## src/rtl/psg_seq_pkg.sv

```systemverilog
// Shared types and constants for the YM2149 PSG bus sequencer.
package psg_seq_pkg;

  typedef enum logic [2:0] {
    IDLE = 3'd0,
    ADDR = 3'd1,
    WR   = 3'd2,
    RD   = 3'd3,
    GAP  = 3'd4
  } state_t;

  // Bus phase encodings as {bdir, bc}
  localparam logic [1:0] PH_INACT = 2'b00;
  localparam logic [1:0] PH_READ  = 2'b01;
  localparam logic [1:0] PH_WRITE = 2'b10;
  localparam logic [1:0] PH_ADDR  = 2'b11;

  localparam logic [7:0] PSG_REG_ENV_SHAPE = 8'd13;

endpackage

```

## src/rtl/psg_rr_arbiter.sv

```systemverilog
// Two-way round-robin arbiter; the requester that did not win last time wins a tie.
module psg_rr_arbiter (
  input  logic       CLK,
  input  logic       RESET,
  input  logic [1:0] valid,
  input  logic       advance,
  output logic [1:0] grant,
  output logic       last
);

  // One-hot grant selection from the pending requests and the last winner
  always_comb begin
    grant = 2'b00;
    case (valid)
      2'b01:   grant = 2'b01;
      2'b10:   grant = 2'b10;
      2'b11:   grant = last ? 2'b01 : 2'b10;
      default: grant = 2'b00;
    endcase
  end

  // Remember the winner of each accepted request; reset favours requester 0
  always_ff @(posedge CLK) begin
    if (RESET) begin
      last <= 1'b1;
    end else if (advance) begin
      last <= grant[1];
    end
  end

endmodule

```

## src/rtl/psg_bus_sequencer.sv

```systemverilog
// Sequences requests from two masters onto the YM2149 BDIR/BC/DI/DO bus.
module psg_bus_sequencer #(
  parameter int unsigned GAP        = 1,
  parameter bit          ADDR_CACHE = 1'b1
) (
  input  logic            CLK,
  input  logic            RESET,
  input  logic [1:0]      req_valid,
  input  logic [1:0]      req_write,
  input  logic [1:0][7:0] req_addr,
  input  logic [1:0][7:0] req_data,
  output logic [1:0]      req_ready,
  output logic [1:0]      rsp_valid,
  output logic [7:0]      rsp_data,
  output logic            psg_bdir,
  output logic            psg_bc,
  output logic [7:0]      psg_di,
  input  logic [7:0]      psg_do,
  output logic            busy
);
  import psg_seq_pkg::*;

  localparam int unsigned GAP_W = 4;
  localparam logic [GAP_W-1:0] GAP_LOAD = (GAP > 0) ? GAP_W'(GAP - 1) : '0;

  state_t           state_q;
  state_t           state_d;
  logic [1:0]       grant;
  logic             last;
  logic             advance;
  logic [7:0]       addr_q;
  logic [7:0]       data_q;
  logic             write_q;
  logic [GAP_W-1:0] gap_cnt;
  logic             cache_valid;
  logic [7:0]       cache_addr;
  logic [7:0]       cur_addr;
  logic [7:0]       cur_data;
  logic             cur_write;
  logic             cache_hit;
  logic [1:0]       phase_d;
  logic [7:0]       di_d;

  psg_rr_arbiter u_arb (
    .CLK     (CLK),
    .RESET   (RESET),
    .valid   (req_valid),
    .advance (advance),
    .grant   (grant),
    .last    (last)
  );

  // Accept only from IDLE; the arbiter pointer doubles as the transaction owner
  assign advance   = (state_q == IDLE) && (req_valid != 2'b00) && !RESET;
  assign req_ready = advance ? grant : 2'b00;

  // Request fields come straight from the winner while accepting, else from the latch
  assign cur_addr  = (state_q == IDLE) ? req_addr[grant[1]]  : addr_q;
  assign cur_data  = (state_q == IDLE) ? req_data[grant[1]]  : data_q;
  assign cur_write = (state_q == IDLE) ? req_write[grant[1]] : write_q;
  assign cache_hit = ADDR_CACHE && cache_valid && (cache_addr == cur_addr);

  // State register
  always_ff @(posedge CLK) begin
    if (RESET) begin
      state_q <= IDLE;
    end else begin
      state_q <= state_d;
    end
  end

  // Next-state logic
  always_comb begin
    state_d = state_q;
    case (state_q)
      IDLE: begin
        if (advance) begin
          if (cache_hit) state_d = cur_write ? WR : RD;
          else           state_d = ADDR;
        end
      end
      ADDR:             state_d = write_q ? WR : RD;
      WR, RD:           state_d = (GAP == 0) ? IDLE : psg_seq_pkg::GAP;
      psg_seq_pkg::GAP: if (gap_cnt == '0) state_d = IDLE;
      default:          state_d = IDLE;
    endcase
  end

  // Bus phase for the upcoming cycle, registered below
  always_comb begin
    phase_d = PH_INACT;
    di_d    = 8'h00;
    case (state_d)
      ADDR: begin
        phase_d = PH_ADDR;
        di_d    = cur_addr;
      end
      WR: begin
        phase_d = PH_WRITE;
        di_d    = cur_data;
      end
      RD:      phase_d = PH_READ;
      default: phase_d = PH_INACT;
    endcase
  end

  // Request latch, gap counter, address cache, read response and registered bus outputs
  always_ff @(posedge CLK) begin
    if (RESET) begin
      addr_q      <= 8'h00;
      data_q      <= 8'h00;
      write_q     <= 1'b0;
      gap_cnt     <= '0;
      cache_valid <= 1'b0;
      cache_addr  <= 8'h00;
      rsp_valid   <= 2'b00;
      rsp_data    <= 8'h00;
      psg_bdir    <= 1'b0;
      psg_bc      <= 1'b0;
      psg_di      <= 8'h00;
      busy        <= 1'b0;
    end else begin
      if (advance) begin
        addr_q  <= cur_addr;
        data_q  <= cur_data;
        write_q <= cur_write;
      end
      if ((state_d == psg_seq_pkg::GAP) && (state_q != psg_seq_pkg::GAP)) begin
        gap_cnt <= GAP_LOAD;
      end else if ((state_q == psg_seq_pkg::GAP) && (gap_cnt != '0)) begin
        gap_cnt <= gap_cnt - GAP_W'(1);
      end
      if (state_q == ADDR) begin
        cache_valid <= 1'b1;
        cache_addr  <= addr_q;
      end
      rsp_valid <= (state_q == RD) ? (last ? 2'b10 : 2'b01) : 2'b00;
      if (state_q == RD) begin
        rsp_data <= psg_do;
      end
      {psg_bdir, psg_bc} <= phase_d;
      psg_di             <= di_d;
      busy               <= (state_d != IDLE);
    end
  end

endmodule

```

## config.mk

```make
export PLATFORM = sky130hd
export DESIGN_NAME = psg_bus_sequencer
export DESIGN_NICKNAME = d
export VERILOG_FILES = /design/src/rtl/psg_seq_pkg.sv /design/src/rtl/psg_rr_arbiter.sv /design/src/rtl/psg_bus_sequencer.sv
export SDC_FILE = /design/constraint.sdc
export NUM_CORES = 1
export LEC_CHECK = 0
export BUFFER_PORTS_ARGS = -buffer_cell sky130_fd_sc_hd__buf_2
export CAP_MARGIN = 5
export CELL_PAD_IN_SITES_DETAIL_PLACEMENT = 1
export CELL_PAD_IN_SITES_GLOBAL_PLACEMENT = 2
export CORE_ASPECT_RATIO = 1.1
export CORE_UTILIZATION = 33
export DETAILED_ROUTE_END_ITERATION = 10
export GPL_TIMING_DRIVEN = 0
export PLACE_DENSITY_LB_ADDON = 0.1
export SKIP_LAST_GASP = 1
export SYNTH_ARGS = -nofsm -noshare
export SYNTH_HDL_FRONTEND = slang
export SYNTH_SLANG_ARGS = --single-unit
```

## constraint.sdc

```tcl
create_clock -name CLK -period 3.1 [get_ports CLK]
set_input_delay 0.31 -clock CLK [delete_from_list [all_inputs] [get_ports CLK]]
set_output_delay 0.31 -clock CLK [all_outputs]
set_load 0.01 [all_outputs]
```

==> flow_summary.toml <==
[run_status]
outcome = "finished, final reports clean"

[yosys]
synth.distinct_cells = 50
yosysTopAreaCellShare_pct = 41.16
synthCells = 319
synthAdderAreaFrac_pct = 0.4677
synth_area_leaders = "dfxtp_1, mux2i_1, a21oi_1"
synth_edf_count = 0
synth_most_common_cell = "dfxtp_1"
yosysWarnings = 0
synth-xor-area-share_pct = 0.9822
synth-compound-area-share_pct = 21.70
syn_area_per_cell_um2 = 8.386
ys_seq_area_share_pct = 41.16
muxShareOfSynthArea_pct = 7.858
synth-simple-area-share_pct = 22.08
synth_top_cell_by_area = "dfxtp_1"
async_flop_share_pct = 0
synth_area_um2 = 2675
synth_common_cells = "dfxtp_1, nand2_1, nor2_1"
synth_top_family_by_area = "simple AND/OR/NAND/NOR gates"
syn-num-nets = 366
ys_ff_latch = 55
synth-main-ff-cell = "dfxtp_1"

[placement]
dp_hpwl_mm = 5.982
placed_area_um2 = 3146
place.gp.congestion = 0.7856
pre_cts_slack_ns = 0.3992
portBuffers = 67

[sta]
rsz0062_at_grt = "no"
fin_crit_ns = 2.584
finalHoldViolCount = 0
layout_setup_ws_ns = 0.5163
slew_viol_final = 0
max_freq_ghz = 0.3870
tightestPinTransition_ns = 0.7802
setup_viol = 0
relSlewSlack_pct = 47.68
post-route-period-util_pct = 83.34
final.setup.tns_ns = 0
fin_hold_ws_ns = 0.2186
skew_ns = 0.01206

[floorplan]
ios = 69
die_area_um2 = 8471
dieHeight_um = 96.43
die-width_um = 87.85
coreArea_um2 = 7870
rows = 34
start_util_pct = 33.99

[setup_path]
worstPathArrival_ns = 2.77
cp_max_fo = 10
cp-end-kind = "flip-flop"
cp-start-kind = "flip-flop"
worstPathRequired_ns = 3.28
path_class = "reg -> reg"

[cts]
cts_setup_buffers = 0
cts_sinks = 55
clk_pin_slew_worst_paths_ns = 0.11
insertion_delay_ns = 0.32
postCtsHoldBufs = 0
clockBufferDepth = 2
tritoncts = "yes"
h-tree-depth = 2
cts_root_buffer = "clkbuf_8"
cts_resized = 0
cts_made_buffers = 5

[global_routing]
track_usage_pct = 20.30
antenna_found_initial = 0
grt_pass1_wl_mm = 12.81
gr-total-overflow = 0
first_global_vias = 2494
grt_max_degree = 18

[route]
routed_wl_mm = 8.027
remaining_drc_errors = 0
drtIter0Drc = 86
vias = 2489
via_per_inst = 4.958
dr.pass1.iters = 4
postRouteAntennaNets = 0
post_drt_wl_per_cell_um = 15.99

[pwr]
leakage_uw = 0.001428
peakVddDrop_v = 0.0002221
p_per_area_nw_per_um2 = 604.1

[final_layout]
drive_gt1_share_pct = 24.37
antenna_cells = 0
syn_to_final_growth_pct = 21.75
design_area_um2 = 3257
final_nets = 440
finish.utilization_pct = 41.38

[flow_run]
cap_viol_max_count = 0

[min_path]
hp-class = "in -> reg"
==> critical path, cell delays in order (launching register included) <==
cell and delay, ns:
dfxtp_1 0.32, buf_6 0.13, nor3_4 0.47, buf_6 0.23, a31o_1 0.26, o2111ai_1 0.22, or3_4 0.43, o21ai_4 0.26
o22ai_1 0.14
==> state kept, by name, indices dropped and copies added, names as in the netlist <==
register     flops
busy             1
data_q           8
rsp_valid        2
cache_addr       8
rsp_data         8
cache_valid      1
write_q          1
u_arb.last       1
psg_di           8
gap_cnt          4
state_q          3
psg_bc           1
addr_q           8
psg_bdir         1
==> through the flow <==
step	std cells	total power, uW
2_1_floorplan	319	1277
3_3_place_gp	494	1485
3_5_place_dp	494	1493
4_1_cts	502	1985
5_1_grt	502	2086
6_report	502	1967
==> layout make-up <==
cell class / instances / area (um2)
Buffer: 17 / 112.6
Clock buffer: 6 / 72.57
Clock inverter: 2 / 38.79
Fill cell: 979 / 4613
Inverter: 11 / 41.29
Multi-Input combinational cell: 236 / 1420
Sequential cell: 55 / 1101
Tap cell: 108 / 135.1
Timing Repair Buffer: 67 / 335.3
==> kinds of logic (layout without fill, tap and decap cells) <==
logic type / count (synthesis) / after routing
AO/OA/AOI/OAI: 85 / 85
XOR/XNOR: 3 / 3
adder cells (fa/ha/maj): 1 / 1
buffers and inverters: 28 / 103
flip-flops: 55 / 55
multiplexers: 21 / 21
AND/OR/NAND/NOR: 126 / 126
==> final timing paths <==
kind	endpoint	slack [ns]	depth (start not counted)	startpoint
hold / removal	rsp_data[7]$_SDFFE_PP0N_	0.22	3	psg_do[7]
setup / recovery	psg_di[0]$_SDFF_PP0_	0.52	8	state_q[1]$_SDFF_PP0_
setup reg to reg	psg_di[0]$_SDFF_PP0_	0.52	8	state_q[1]$_SDFF_PP0_
hold reg to reg	data_q[0]$_SDFFE_PP0P_	0.46	2	data_q[0]$_SDFFE_PP0P_
==> report_power, final <==
group          internal, uW  switching (uW)
clock network           245             253
registers               784            54.5
logic                   252             379
total                  1280             686
==> cells in the final DEF (no fill, tap or decap), types with 3 or more instances in the layout <==
| cell | netlist | layout |
|---|---|---|
| dfxtp_1 | 55 | 55 |
| nor2_1 | 42 | 42 |
| o21ai_0 | 6 | 6 |
| inv_1 | 11 | 11 |
| nor2b_1 | 5 | 5 |
| mux2i_1 | 21 | 21 |
| or3_1 | 10 | 10 |
| nor3b_1 | 3 | 3 |
| buf_2 | 1 | 68 |
| o22ai_1 | 11 | 11 |
| nor3_1 | 9 | 9 |
| a21o_1 | 4 | 4 |
| o21a_1 | 4 | 4 |
| buf_6 | 5 | 5 |
| a21oi_1 | 35 | 35 |
| clkbuf_8 | 1 | 6 |
| clkbuf_1 | 10 | 11 |
| nand2_1 | 45 | 45 |
==> per-layer routing <==
layer | global-route usage, % | routed length, um
met4 | 7.514 | 205
met5 | 0 | 0
met1 | 25.95 | 3776
met2 | 34.95 | 3803
met3 | 2.464 | 241
Power figures use the tool's default switching activity.
